[src/rtl/icache_prefetch.sv]
// Single-entry next-line prefetcher between the instruction cache and main memory.
// Demand misses go straight to memory; each served line triggers a fetch of the following line.
module icache_prefetch #(
    parameter int PF_ENABLE = 1
) (
    input  logic         clk,
    input  logic         proc_reset,
    input  logic         ic_read,
    input  logic [27:0]  ic_addr,
    output logic [127:0] ic_rdata,
    output logic         ic_ready,
    output logic         mem_read,
    output logic [27:0]  mem_addr,
    input  logic [127:0] mem_rdata,
    input  logic         mem_ready,
    output logic [31:0]  pf_issued,
    output logic [31:0]  pf_hit
);

    typedef enum logic [1:0] {
        S_IDLE     = 2'd0,
        S_FETCH    = 2'd1,
        S_RESP     = 2'd2,
        S_PREFETCH = 2'd3
    } state_t;

    localparam logic L_PF_ON = (PF_ENABLE != 0);

    function automatic logic [31:0] sat_inc(input logic [31:0] v, input logic en);
        if (en && (v != 32'hFFFF_FFFF)) begin
            sat_inc = v + 32'd1;
        end else begin
            sat_inc = v;
        end
    endfunction

    state_t         r_state;
    state_t         w_state_nxt;
    logic           r_buf_valid;
    logic [27:0]    r_buf_addr;
    logic [127:0]   r_buf_data;
    logic [27:0]    r_req_addr;
    logic           r_ic_ready;
    logic [127:0]   r_ic_rdata;
    logic           r_mem_read;
    logic [27:0]    r_mem_addr;
    logic [31:0]    r_pf_issued;
    logic [31:0]    r_pf_hit;

    logic           w_buf_valid_nxt;
    logic [27:0]    w_buf_addr_nxt;
    logic [127:0]   w_buf_data_nxt;
    logic [27:0]    w_req_addr_nxt;
    logic           w_ic_ready_nxt;
    logic [127:0]   w_ic_rdata_nxt;
    logic           w_mem_read_nxt;
    logic [27:0]    w_mem_addr_nxt;
    logic           w_issue_inc;
    logic           w_hit_inc;

    // While in PREFETCH, r_mem_addr is the line being prefetched.
    logic w_hit;
    logic w_pf_match;
    assign w_hit      = ic_read && r_buf_valid && (r_buf_addr == ic_addr);
    assign w_pf_match = ic_read && (ic_addr == r_mem_addr);

    // State register.
    always_ff @(posedge clk or negedge proc_reset) begin
        if (!proc_reset) begin
            r_state <= S_IDLE;
        end else begin
            r_state <= w_state_nxt;
        end
    end

    // Next-state decode.
    always_comb begin
        w_state_nxt = r_state;
        case (r_state)
            S_IDLE: begin
                if (ic_read) begin
                    w_state_nxt = w_hit ? S_RESP : S_FETCH;
                end else begin
                    w_state_nxt = S_IDLE;
                end
            end
            S_FETCH: begin
                if (mem_ready) begin
                    w_state_nxt = S_RESP;
                end else begin
                    w_state_nxt = S_FETCH;
                end
            end
            S_RESP: begin
                if (L_PF_ON) begin
                    w_state_nxt = S_PREFETCH;
                end else begin
                    w_state_nxt = S_IDLE;
                end
            end
            S_PREFETCH: begin
                if (!mem_ready) begin
                    w_state_nxt = S_PREFETCH;
                end else if (!ic_read) begin
                    w_state_nxt = S_IDLE;
                end else if (w_pf_match) begin
                    w_state_nxt = S_RESP;
                end else begin
                    w_state_nxt = S_FETCH;
                end
            end
            default: w_state_nxt = S_IDLE;
        endcase
    end

    // Output and datapath next values; outputs are registered so they align with the state they belong to.
    always_comb begin
        w_buf_valid_nxt = r_buf_valid;
        w_buf_addr_nxt  = r_buf_addr;
        w_buf_data_nxt  = r_buf_data;
        w_req_addr_nxt  = r_req_addr;
        w_ic_ready_nxt  = 1'b0;
        w_ic_rdata_nxt  = 128'd0;
        w_mem_read_nxt  = 1'b0;
        w_mem_addr_nxt  = 28'd0;
        w_issue_inc     = 1'b0;
        w_hit_inc       = 1'b0;
        case (r_state)
            S_IDLE: begin
                if (ic_read) begin
                    w_req_addr_nxt = ic_addr;
                    if (w_hit) begin
                        w_ic_ready_nxt = 1'b1;
                        w_ic_rdata_nxt = r_buf_data;
                        w_hit_inc      = 1'b1;
                    end else begin
                        w_mem_read_nxt  = 1'b1;
                        w_mem_addr_nxt  = ic_addr;
                        w_buf_valid_nxt = 1'b0;
                    end
                end else begin
                    w_req_addr_nxt = r_req_addr;
                end
            end
            S_FETCH: begin
                if (mem_ready) begin
                    w_ic_ready_nxt = 1'b1;
                    w_ic_rdata_nxt = mem_rdata;
                end else begin
                    w_mem_read_nxt = 1'b1;
                    w_mem_addr_nxt = r_mem_addr;
                end
            end
            S_RESP: begin
                if (L_PF_ON) begin
                    w_mem_read_nxt = 1'b1;
                    w_mem_addr_nxt = r_req_addr + 28'd1;
                    w_issue_inc    = 1'b1;
                end else begin
                    w_mem_read_nxt = 1'b0;
                end
            end
            S_PREFETCH: begin
                if (!mem_ready) begin
                    w_mem_read_nxt = 1'b1;
                    w_mem_addr_nxt = r_mem_addr;
                end else if (!ic_read) begin
                    w_buf_valid_nxt = 1'b1;
                    w_buf_addr_nxt  = r_mem_addr;
                    w_buf_data_nxt  = mem_rdata;
                end else if (w_pf_match) begin
                    w_req_addr_nxt = ic_addr;
                    w_ic_ready_nxt = 1'b1;
                    w_ic_rdata_nxt = mem_rdata;
                    w_hit_inc      = 1'b1;
                end else begin
                    // Prefetched line is dropped; the demand address is fetched next.
                    w_req_addr_nxt  = ic_addr;
                    w_mem_read_nxt  = 1'b1;
                    w_mem_addr_nxt  = ic_addr;
                    w_buf_valid_nxt = 1'b0;
                end
            end
            default: begin
                w_buf_valid_nxt = 1'b0;
            end
        endcase
    end

    // Datapath, counter and output registers.
    always_ff @(posedge clk or negedge proc_reset) begin
        if (!proc_reset) begin
            r_buf_valid <= 1'b0;
            r_buf_addr  <= 28'd0;
            r_buf_data  <= 128'd0;
            r_req_addr  <= 28'd0;
            r_ic_ready  <= 1'b0;
            r_ic_rdata  <= 128'd0;
            r_mem_read  <= 1'b0;
            r_mem_addr  <= 28'd0;
            r_pf_issued <= 32'd0;
            r_pf_hit    <= 32'd0;
        end else begin
            r_buf_valid <= w_buf_valid_nxt;
            r_buf_addr  <= w_buf_addr_nxt;
            r_buf_data  <= w_buf_data_nxt;
            r_req_addr  <= w_req_addr_nxt;
            r_ic_ready  <= w_ic_ready_nxt;
            r_ic_rdata  <= w_ic_rdata_nxt;
            r_mem_read  <= w_mem_read_nxt;
            r_mem_addr  <= w_mem_addr_nxt;
            r_pf_issued <= sat_inc(r_pf_issued, w_issue_inc);
            r_pf_hit    <= sat_inc(r_pf_hit, w_hit_inc);
        end
    end

    assign ic_ready  = r_ic_ready;
    assign ic_rdata  = r_ic_rdata;
    assign mem_read  = r_mem_read;
    assign mem_addr  = r_mem_addr;
    assign pf_issued = r_pf_issued;
    assign pf_hit    = r_pf_hit;

endmodule

[config.mk]
export PLATFORM = sky130hd
export DESIGN_NAME = icache_prefetch
export DESIGN_NICKNAME = d
export VERILOG_FILES = /design/src/rtl/icache_prefetch.sv
export SDC_FILE = /design/constraint.sdc
export NUM_CORES = 1
export LEC_CHECK = 0
export BUFFER_PORTS_ARGS = -buffer_cell sky130_fd_sc_hd__buf_4
export CAP_MARGIN = 5
export CORE_MARGIN = 1.5
export CORE_UTILIZATION = 59
export CTS_CLUSTER_SIZE = 24
export DETAILED_ROUTE_END_ITERATION = 16
export MAX_ROUTING_LAYER = met4
export PLACE_DENSITY = 0.93
export SLEW_MARGIN = 10
export SYNTH_ARGS = -nofsm -noshare
export SYNTH_HDL_FRONTEND = slang
export SYNTH_SLANG_ARGS = --single-unit
[constraint.sdc]
create_clock -name clk -period 5.1 [get_ports clk]
set_input_delay 0.51 -clock clk [delete_from_list [all_inputs] [get_ports clk]]
set_output_delay 0.51 -clock clk [all_outputs]
set_load 0.02 [all_outputs]
Word level (Yosys, flattened, before mapping)
Index checks and enable logic that the tools add are counted.
{ "word_totals": {"reg_bits": 409, "latchBits": 0, "ram_bits": 0, "rom_bits": 0, "in_bits": 160, "output_inout_bits": 222, "wordCells": 84, "memories": 0} }
{ "op_classes": {"n_addsub": 3, "mul": 0, "n_div": 0, "magnitude_cmp": 0, "eq_ne": 12, "shifts": 0, "mux": 46, "bitwise_logic": 1, "reduce_logical": 11} }
{ "ops": {"columns": ["cell", "n"], "rows": [
  ["$mux W128", 6],
  ["$pmux W128 S3", 1],
  ["$mux W28", 8],
  ["$pmux W28 S4", 1],
  ["$add A32 B1 Y32 const B", 2],
  ["$ne A32 B32 Y1 const B", 2],
  ["$eq A28 B28 Y1", 2],
  ["$pmux W28 S2", 1],
  ["$add A28 B1 Y28 const B", 1],
  ["$mux W1", 18],
  ["$mux W2", 6],
  ["$ne A2 B2 Y1 const B", 4],
  ["$pmux W2 S4", 1],
  ["$logic_and A1 B1 Y1", 5],
  ["$reduce_and A5 Y1", 1],
  ["$eq A2 B2 Y1 const B", 2],
  ["$pmux W1 S2", 2],
  ["$pmux W1 S4", 1],
  ["$reduce_and A2 Y1", 2],
  ["$ne A3 B3 Y1 const B", 1],
  ["$pmux W1 S3", 1],
  ["$reduce_and A3 Y1", 1],
  ["$eq A2 B1 Y1 const B", 1],
  ["$logic_not A2 Y1", 1],
  ["other kinds (2)", 2]
]} }

Longest topological paths before layout
Gate-level depths: netlist of the first run.
{ "logic_depth": {"word_depth": 7, "mapped_depth": 10, "ltp_nobuf": 7} }

Worst setup path after synthesis of the first run
No wires, ideal clock.
{ "synth_path": {"path_kind": "reg-to-reg", "from": "reg r_state[0]", "to": "reg r_req_addr[10]", "arrival_ps": 2382, "slack_ps": 2594, "path_stages_with_launch": 9, "synth_period_minus_slack_ps": 2506, "cell_sequence": "dfrtp_1 inv_1 ha_1 clkbuf_1 inv_1 nor2_1 o21ai_1 clkbuf_1 mux2_2"} }
{ "synth_between": {"elab_chain_len": 3, "word_cells_on_any_way": 6, "cone_classes": "eq/ne (2); mux (1); reduce/logical (3)"} }
{ "synth_lines": {"columns": ["item", "line", "rtl"], "rows": [
  ["start: declaration", "37", "state_t r_state;"],
  ["start signal: assignment", "72", "r_state <= w_state_nxt;"],
  ["$eq A2 B2 Y1 or $logic_not A2 Y1 (tied branches)", "128", "case (r_state)"],
  ["$ne A2 B2 Y1 (no line) or $reduce_bool A2 Y1 (tied branches)", null, null],
  ["$reduce_and A2 Y1 (no line)", null, null],
  ["end signal: assignment", "207", "r_req_addr <= w_req_addr_nxt;"],
  ["end: declaration", "42", "logic [27:0] r_req_addr;"]
]} }
Several ways; a longest one is shown, not always the timed one.
A chain may end at the register's enable or synchronous reset.

Worst setup path in the final report of the first run
{ "layout_path": {"from": "reg r_mem_addr[19] (netlist: mem_addr[19])", "to": "reg r_ic_rdata[29] (netlist: ic_rdata[29])"} }
{ "layout_between": {"elab_chain_len": 6} }
{ "layout_lines": {"columns": ["item", "line", "rtl"], "rows": [
  ["start: declaration", "46", "logic [27:0] r_mem_addr;"],
  ["start signal: assignment", "211", "r_mem_addr <= w_mem_addr_nxt;"],
  ["$eq A28 B28 Y1", "65", "assign w_pf_match = ic_read && (ic_addr == r_mem_addr);"],
  ["$logic_and A1 B1 Y1", "65", null],
  ["$mux W128", "171", "end else if (w_pf_match) begin"],
  ["$mux W128", "167", "end else if (!ic_read) begin"],
  ["$mux W128", "164", "if (!mem_ready) begin"],
  ["$pmux W128 S3", "128", null],
  ["named net w_ic_rdata_nxt[29]", "55", "logic [127:0] w_ic_rdata_nxt;"],
  ["end signal: assignment", "209", "r_ic_rdata <= w_ic_rdata_nxt;"],
  ["end: declaration", "44", "logic [127:0] r_ic_rdata;"]
]} }
The timed path passes the listed nets, and every way through them passes these cells.

==> results.yml, run 1 <==
run_status:
  violations: "negative hold slack"
  status: "finished with violations"
route:
  drc: 0
  wire_per_inst_um: 23.4
  routed_via_density: 6.25
  wl_mm: 49.5
  drt_iter0_drc: 1226
  dr.pass1.iters: 8
  drtAntennaViolNets: 0
  dr_total_vias: 13200
critical_path:
  start_kind: "register"
  cp-end-kind: "register"
  cp.arrival_ns: 3.64
  cp_slowest_stage_delay_ns: 0.77
  path_class: "reg2reg"
  critPathSlowestCell: "buf_4"
  crit_chain: "xnor2_1, nand4_1, nor3_1, a41oi_1, nor3_2, buf_4, a22o_1"
  cp_data_required_time_ns: 5.55
  cp_max_fo: 85
logic_synthesis:
  yosys_warnings: 0
  synthFlopType: "dfrtp_1"
  syn_nets: 1501
  yosys-top-cells-count: "dfrtp_1 (408), mux2_2 (186), a22o_1 (128)"
  synthAdderAreaFrac_pct: 0.576
  synth-simple-area-share_pct: 9.63
  synth_top_area_share_pct: 58.8
  synth_top_cell_by_area: "dfrtp_1"
  synth_top_family_by_area: "multiplexers"
  synth.avg_cell_area_um2: 13.0
  yosys.cell_types.count: 54
  postSynthCellCount: 1333
  synthMuxAreaShare_pct: 12.1
  synthXorXnorAreaFrac_pct: 7.06
  yosysMostFrequentCell: "dfrtp_1"
  synth_area_um2: 17400
  synth_compound_area_share_pct: 9.21
  synth_edf_count: 0
  synth_area_leaders: "dfrtp_1 (59%), mux2_2 (12%), a22o_1 (6.5%)"
  ys_seq_elements: 408
  synth-async-reset-ratio_pct: 100
  ys_seq_area_share_pct: 58.8
die:
  fp.dieW_um: 175
  die_area_um2: 30500
  pin_count: 382
  floorplan.initialDensity_pct: 60.2
  rows: 62
  core_um2: 28900
  dieHeight_um: 175
final_layout:
  post-route-util_pct: 75.6
  nFillCells: 1699
  syn2layout_area_growth_pct: 25.6
  drive_gt1_share_pct: 38.4
  num-nets-final: 1865
  stdcell_area_um2: 21800
timing:
  relSlewSlack_pct: 21.2
  slew_violations: 0
  setup_viol: 0
  min_period_ns: 3.19
  setup_tns_ns: 0
  worstMarginPinSlew_ns: 1.18
  finalCritPeriodShare_pct: 62.5
  finalHoldViolCount: 9
  fin_worst_skew_ns: 0.0198
  fmax_ghz: 0.314
  whs_ns: -0.0575
  rsz0062_at_grt: "false"
  setup_ws_ns: 1.91
clock_tree:
  tritoncts: "done"
  cts-resized-gates: 0
  cts_hold_buf: 0
  htreeDepth: 2
  root_buffer: "clkbuf_16"
  clock_latency_ns: 0.54
  postCtsSetupBuffers: 0
  clk_pin_slew_ns: 0.06
  cts_buffers: 41
  cts_sinks: 408
  cts.path.max_buffers: 3
pwr:
  ir_drop_mv: 0.386
  power_leakage_nw: 10.3
  power_density_nw_per_um2: 510
placement:
  pre_cts_ws_ns: 1.87
  placed_area_um2: 20500
  numPortBuffers: 381
  place_congestion: 0.960
  dpl.hpwl_mm: 32.0
global_routing:
  grt_use_total_pct: 33.2
  antenna_found_initial: 3
  grt_overflow: 0
  grt_first_pass_wirelength_mm: 76.7
  grt_pass1_vias: 13700
  grt_max_degree: 112
job:
  cap_violations: 0
hold_path:
  min_path_type: "in2async"
==> worst max-delay path, delay by kind of cell (launching register included) <==
kind,cells,cell delay (ns)
flops,1,0.45
xor+xnor,1,0.34
compound gates,2,0.54
simple gates,3,0.92
buf+inv,1,0.77
==> area by class of cell <==
type / count / area, um^2 / share of cell area (%)
Sequential cell: 408 / 10200 / 46.8
Multi-Input combinational cell: 839 / 6750 / 31.0
Timing Repair Buffer: 394 / 2990 / 13.7
Clock buffer: 61 / 1190 / 5.46
Tap cell: 384 / 480 / 2.20
Clock inverter: 11 / 131 / 0.602
Inverter: 13 / 48.8 / 0.224
Antenna cell: 3 / 7.51 / 0.0344
==> placed cells by master, fill, tap and decap left out, types with 5 or more instances in the layout <==
cell       count
a22oi_1       15
clkbuf_16     41
nor2_1        30
nor4_1        17
xnor2_1      112
o211ai_1      15
dfrtp_1      408
and3_1        14
buf_4        391
o21ai_0       30
clkbuf_8       9
nor3_1        21
nand2_1       78
mux2_2       186
nand4_1       42
clkinv_2       6
a21oi_1        5
inv_1         13
a22o_1       128
and4_1         8
xor2_1        28
ha_1           8
nand3_1       53
clkbuf_1      11
==> cell families (layout without fill, tap and decap cells) <==
group           count (synthesis)  after routing
compound gates                203            203
xor+xnor                      140            140
fa+ha+maj                       8              8
buf+inv                        86            479
flops                         408            408
mux                           186            186
other cells                     0              3
simple gates                  302            302
==> sequential cells by signal, indices dropped and copies added, names as in the netlist <==
name and flops:
mem_addr 28, ic_ready 1, r_state 2, ic_rdata 128, r_buf_valid 1, pf_issued 32, r_buf_data 128, r_req_addr 28
pf_hit 32, r_buf_addr 28
==> path summary, 6_finish.rpt <==
path	from	depth (start not counted)	end	slack [ns]
worst min-delay path	proc_reset	1	pf_hit[8]$_DFFE_PN0P_	-0.06
min in group clk	mem_rdata[105]	2	ic_rdata[105]$_DFF_PN0_	0.21
max in group asynchronous	proc_reset	2	ic_rdata[29]$_DFF_PN0_	3.78
worst min register to register	r_buf_data[75]$_DFFE_PN0P_	1	ic_rdata[75]$_DFF_PN0_	0.47
worst max register to register	mem_addr[19]$_DFFE_PN0P_	7	ic_rdata[29]$_DFF_PN0_	1.91
worst max-delay path	mem_addr[19]$_DFFE_PN0P_	7	ic_rdata[29]$_DFF_PN0_	1.91
==> metal layers <==
layer / part of all wire (%) / vias up / track usage, %
li1: - / 5552 / -
met1: 36 / 6605 / 39.2
met2: 50 / 847 / 55.7
met3: 8.1 / 211 / 5.68
met4: 5.5 / 0 / 15.5
met5: 0 / - / -
==> where the power goes <==
| part | internal (mW) | total, mW | switching (mW) |
|---|---|---|---|
| logic | 1.51 | 3.18 | 1.67 |
| clock network | 1.72 | 2.98 | 1.26 |
| registers | 4.20 | 4.97 | 0.772 |
| total | 7.43 | 11.1 | 3.70 |
==> per-stage QoR <==
step	power (mW)	hold WS (ns)	std cells
after CTS	11.1	0.0329	2110
after detailed placement	8.04	0.469	2038
after global placement	7.81	0.463	2038
final	11.1	-0.0575	2113
after global routing	11.6	0.0285	2113
after floorplan	6.78	0.214	1333
Note: power is estimated with default switching activity, not from simulation.
==> run 2, diff against run 1 <==
Settings changed: CORE_UTILIZATION 59 to 49, PLACE_DENSITY 0.93 to 0.83.
Clock period 5.1 ns to 2.78 ns, I/O delays scaled along.
==> run 2 against run 1 <==
  * The flow now finishes without violations
  * Flip-flop and latch count stayed put
  * Design area is 9.2% higher
  * Register-to-register slack worse by 1.7 ns
  * Critical path depth is 2 higher
  * Final cell count is 12% higher
  * Sequential power is 83% higher
  * Worst hold slack better by 0.072 ns
  * Via count is 1.8% higher
  * Combinational power is 92% higher
  * Total power is 89% higher
==> results.yml, run 2 (synthesis results as in run 1) <==
run_status:
  status: "finished, final reports clean"
job:
  cap_violations: 0
clock_tree:
  tritoncts: "done"
  cts_buffers: 43
  clock_latency_ns: 0.55
  clk_pin_slew_ns: 0.07
  htreeDepth: 2
  cts-resized-gates: 0
  cts.path.max_buffers: 3
  cts_sinks: 408
  root_buffer: "clkbuf_16"
  postCtsSetupBuffers: 0
critical_path:
  r2r.worst_path.cells: 7
  start_kind: "input port"
  cp_slowest_stage_delay_ns: 0.57
  r2r_start: "r_buf_addr[3]$_DFFE_PN0P_"
  r2r-end: "ic_rdata[122]$_DFF_PN0_"
  cp.arrival_ns: 3.10
  crit_chain: "dlygate4sd3_1, buf_4, nor2b_1, or4_4, nor4b_4, nand4_1, nor2_4, buf_12, a22o_1"
  cp_max_fo: 80
  cp_data_required_time_ns: 3.26
  critPathSlowestCell: "or4_4"
  cp-end-kind: "register"
  r2r_setup_slack_ns: 0.19
  path_class: "in2reg"
placement:
  numPortBuffers: 381
  dpl.hpwl_mm: 31.9
  place_congestion: 0.916
final_layout:
  num-nets-final: 2039
  syn2layout_area_growth_pct: 37.1
  drive_gt1_share_pct: 36.9
  mostFrequentLayoutCells: "dfrtp_1 (408), buf_4 (408), mux2_2 (186)"
route:
  wl_mm: 51.3
  routed_via_density: 5.69
  wire_per_inst_um: 21.7
  drc: 0
  drt_iter0_drc: 742
  dr.pass1.iters: 7
  dr_total_vias: 13500
  drtAntennaViolNets: 0
die:
  core_um2: 34700
  fp.dieW_um: 191
  rows: 68
  pin_count: 382
  die_area_um2: 36600
  dieHeight_um: 191
  floorplan.initialDensity_pct: 50.0
pwr:
  power_density_nw_per_um2: 884
  ir_drop_mv: 0.616
  power_leakage_nw: 11.2
global_routing:
  grt_max_degree: 85
  grt_overflow: 0
  grt_use_total_pct: 28.6
  grt_first_pass_wirelength_mm: 78.8
  grt_pass1_vias: 14100
  antenna_found_initial: 4
timing:
  whs_ns: 0.0144
  worstMarginPinSlew_ns: 1.15
  relSlewSlack_pct: 23.1
  fmax_ghz: 0.381
  setup_viol: 0
  finalHoldViolCount: 0
  fin_worst_skew_ns: 0.0194
  finalCritPeriodShare_pct: 94.4
  setup_tns_ns: 0
  min_period_ns: 2.62
  rsz0062_at_grt: "false"
  slew_violations: 0
hold_path:
  hold_path_depth: 2
  hp-start: "ic_addr[16]"
  min_to: "r_req_addr[16]$_DFFE_PN0P_"
  min_path_type: "in2reg"
==> run 2: cell types whose count changed in the layout (fill, tap and decap cells not counted), sizes merged <==
cell and change:
diode +4, inv +2, clkbuf -2, buf +28, clkinv +2, clkinvlp +3
dlygate4sd3 +144
==> run 2: what timing repair did <==
action	in CTS	in global routing
hold buffers	143	1
setup endpoints to repair	0	0
endpoints found under the hold margin	337	1
==> run 2: metal layers <==
metal / vias up / GRT usage (%) / share of wire, %
li1: 5920 / - / -
met1: 6749 / 33.7 / 38
met2: 626 / 48.2 / 51
met3: 159 / 4.83 / 6.7
met4: 0 / 12.6 / 4.3
met5: - / - / 0
==> run 2: layout make-up <==
type                            instances  area (um^2)
Clock buffer                           59         1260
Fill cell                            2299        10900
Inverter                               13         48.8
Clock inverter                         18          176
Multi-Input combinational cell        839         6750
Tap cell                              455          569
Sequential cell                       408        10200
Timing Repair Buffer                  566         4780
Antenna cell                            7         17.5
==> run 2: worst max-delay path by stage <==
stage                               startpoint                          to  cells past startpoint
floorplan                 r_state[0]$_DFF_PN0_  r_req_addr[10]$_DFFE_PN0P_                      8
global placement                    ic_addr[6]      ic_rdata[30]$_DFF_PN0_                      8
detailed placement                  ic_addr[6]      ic_rdata[15]$_DFF_PN0_                      8
CTS                                 ic_addr[6]      ic_rdata[15]$_DFF_PN0_                      9
global route        r_buf_addr[27]$_DFFE_PN0P_    mem_addr[23]$_DFFE_PN0P_                      7
finish                              ic_addr[6]     ic_rdata[122]$_DFF_PN0_                      9
==> run 2: report_power, final <==
part	switching (mW)	leakage, nW	internal [mW]	total, mW
Sequential	1.39	5.33	7.71	9.10
Clock	2.44	0.706	3.37	5.82
Combinational	3.09	5.11	3.03	6.12
Total	6.92	11.2	14.1	21.0
==> run 2: stage by stage <==
step	instances	setup WS, ns	total power [mW]	utilization (%)	instance area (um^2)
after global placement	2137	0.299	14.6	60.2	20900
after floorplan	1333	0.274	12.4	-	17400
final	2365	0.157	21.0	68.6	23800
after CTS	2357	0.251	20.9	68.5	23800
after detailed placement	2137	0.251	14.9	60.2	20900
after global routing	2362	0.103	22.0	68.6	23800
==> run 2: worst max-delay path, delay by kind of cell <==
kind	cells	cell delay, ns
AND/OR/NAND/NOR	5	1.45
AO/OA/AOI/OAI	1	0.27
buffers and inverters	3	1.00
==> run 3, diff against run 2 <==
Settings changed: CORE_UTILIZATION 49 to 59, PLACE_DENSITY 0.83 to 0.9.
Clock period 2.78 ns to 3.4 ns, I/O delays scaled along.
==> run 3 against run 2 <==
  * Core utilization grew 7.8 points
  * Die area shrank 17%
  * Combinational power shrank 22%
  * Flip-flop and latch count is the same
  * Worst hold slack gained 0.0070 ns
  * Critical path depth shrank 2
  * Global-route usage grew 3.9 points
  * Sequential power shrank 18%
  * Critical path type is now reg2reg
  * Highest routed layer unchanged
==> results.yml, run 3 (synthesis results as in run 1) <==
final_layout:
  multiInputGateArea_um2: 6750
  nFillCells: 1674
  regArea_um2: 10200
  drive_gt1_share_pct: 39.3
  layout_commonest_cell: "dfrtp_1"
  syn2layout_area_growth_pct: 26.9
  num-nets-final: 1877
  mostFrequentLayoutCells: "dfrtp_1 (408), buf_4 (394), mux2_2 (186)"
critical_path:
  cp-end-kind: "register"
  cp_max_fo: 84
  crit_chain: "xnor2_1, nand4_1, nor4_2, a41oi_1, nor3_2, buf_12, a22o_1"
  start_kind: "register"
  cp.arrival_ns: 3.44
  r2r_start: "mem_addr[18]$_DFFE_PN0P_"
  cp_slowest_stage_delay_ns: 0.57
  critPathSlowestCell: "nor4_2"
  r2r-end: "ic_rdata[49]$_DFF_PN0_"
  path_class: "reg2reg"
  cp_data_required_time_ns: 3.87
  r2r_setup_slack_ns: 0.43
  r2r.worst_path.cells: 7
placement:
  place_congestion: 0.975
  dpl.hpwl_mm: 32.1
  numPortBuffers: 381
timing:
  relSlewSlack_pct: 26.7
  fmax_ghz: 0.337
  whs_ns: 0.0214
  finalHoldViolCount: 0
  finalCritPeriodShare_pct: 87.3
  worstMarginPinSlew_ns: 1.10
  rsz0062_at_grt: "false"
  setup_viol: 0
  min_period_ns: 2.97
  setup_tns_ns: 0
  fin_worst_skew_ns: 0.0354
  slew_violations: 0
run_status:
  status: "finished, final reports clean"
global_routing:
  antenna_found_initial: 3
  grt_use_total_pct: 32.5
  grt_max_degree: 86
  grt_overflow: 0
  grt_pass1_vias: 13300
  grt_first_pass_wirelength_mm: 75.0
clock_tree:
  clock_latency_ns: 0.56
  cts.path.max_buffers: 3
  root_buffer: "clkbuf_16"
  tritoncts: "done"
  htreeDepth: 2
  cts_hold_buf: 1
  postCtsSetupBuffers: 0
  cts_sinks: 408
  clk_pin_slew_ns: 0.08
  cts_buffers: 41
  cts-resized-gates: 0
hold_path:
  hold_path_depth: 2
  min_to: "ic_rdata[84]$_DFF_PN0_"
  min_path_type: "in2reg"
  hp-start: "mem_rdata[84]"
die:
  dieHeight_um: 175
  floorplan.initialDensity_pct: 60.2
  rows: 62
  core_um2: 28900
  fp.dieW_um: 175
  die_area_um2: 30500
  pin_count: 382
route:
  drc: 0
  drt_iter0_drc: 1014
  drtAntennaViolNets: 0
  wl_mm: 48.5
  dr.pass1.iters: 5
  dr_total_vias: 13000
  wire_per_inst_um: 22.8
  routed_via_density: 6.11
pwr:
  power_density_nw_per_um2: 762
  pwr-share-seq_pct: 44.2
  total_power_mw: 16.8
  swShare_pct: 33.0
  ir_drop_mv: 0.613
  p_int_mw: 11.3
  power_leakage_nw: 10.4
  p_sw_mw: 5.54
  comb_power_share_pct: 28.5
  clockPowerShare_pct: 27.3
job:
  cap_violations: 0
run 3: power by group through the flow:
stage / Clock, mW / Combinational [mW] / Sequential [mW]
2_1_floorplan: 0 / 2.56 / 7.62
3_3_place_gp: 0 / 4.51 / 7.27
3_5_place_dp: 0 / 4.71 / 7.40
4_1_cts: 4.65 / 4.78 / 7.38
5_1_grt: 4.85 / 5.09 / 7.56
6_report: 4.58 / 4.79 / 7.42
run 3: area by class of cell:
type / instances / area share [%]
Antenna cell: 3 / 0.0341
Clock buffer: 53 / 5.27
Clock inverter: 20 / 0.936
Inverter: 13 / 0.221
Multi-Input combinational cell: 839 / 30.6
Sequential cell: 408 / 46.3
Tap cell: 384 / 2.18
Timing Repair Buffer: 406 / 14.4
run 3: how the worst max path moves through the flow:
stage	from	endpoint	cells after the start
3_5_place_dp	ic_addr[18]	ic_rdata[109]$_DFF_PN0_	8
4_1_cts	mem_addr[18]$_DFFE_PN0P_	ic_rdata[49]$_DFF_PN0_	7
5_1_grt	mem_addr[18]$_DFFE_PN0P_	ic_rdata[49]$_DFF_PN0_	7
2_1_floorplan	r_state[0]$_DFF_PN0_	r_req_addr[10]$_DFFE_PN0P_	8
6_report	mem_addr[18]$_DFFE_PN0P_	ic_rdata[49]$_DFF_PN0_	7
3_3_place_gp	ic_addr[18]	ic_rdata[78]$_DFF_PN0_	8
run 3: layer usage:
layer	wire, um	GRT usage, %	vias to the layer above
met2	24200	53.9	693
li1	-	-	5585
met4	2770	16.1	0
met1	18000	38.1	6515
met5	0	-	-
met3	3550	6.11	206
run 3: per-stage QoR:
step           instances  cell area, um^2  utilization, %  setup WS (ns)
6_report            2126            22000            76.4          0.433
5_1_grt             2126            22000            76.4          0.292
3_5_place_dp        2049            20700            71.6          0.544
2_1_floorplan       1333            17400               -          0.894
4_1_cts             2123            22000            76.4          0.516
3_3_place_gp        2049            20700            71.6          0.657
run 3: critical path: cells and delay by family, from the launching register on:
| kind | cells | cell delay, ns |
|---|---|---|
| AOI/OAI and AO/OA | 2 | 0.55 |
| DFF | 1 | 0.41 |
| xor gates and xnor gates | 1 | 0.40 |
| buffers and inverters | 1 | 0.37 |
| and+or+nand+nor | 3 | 1.09 |
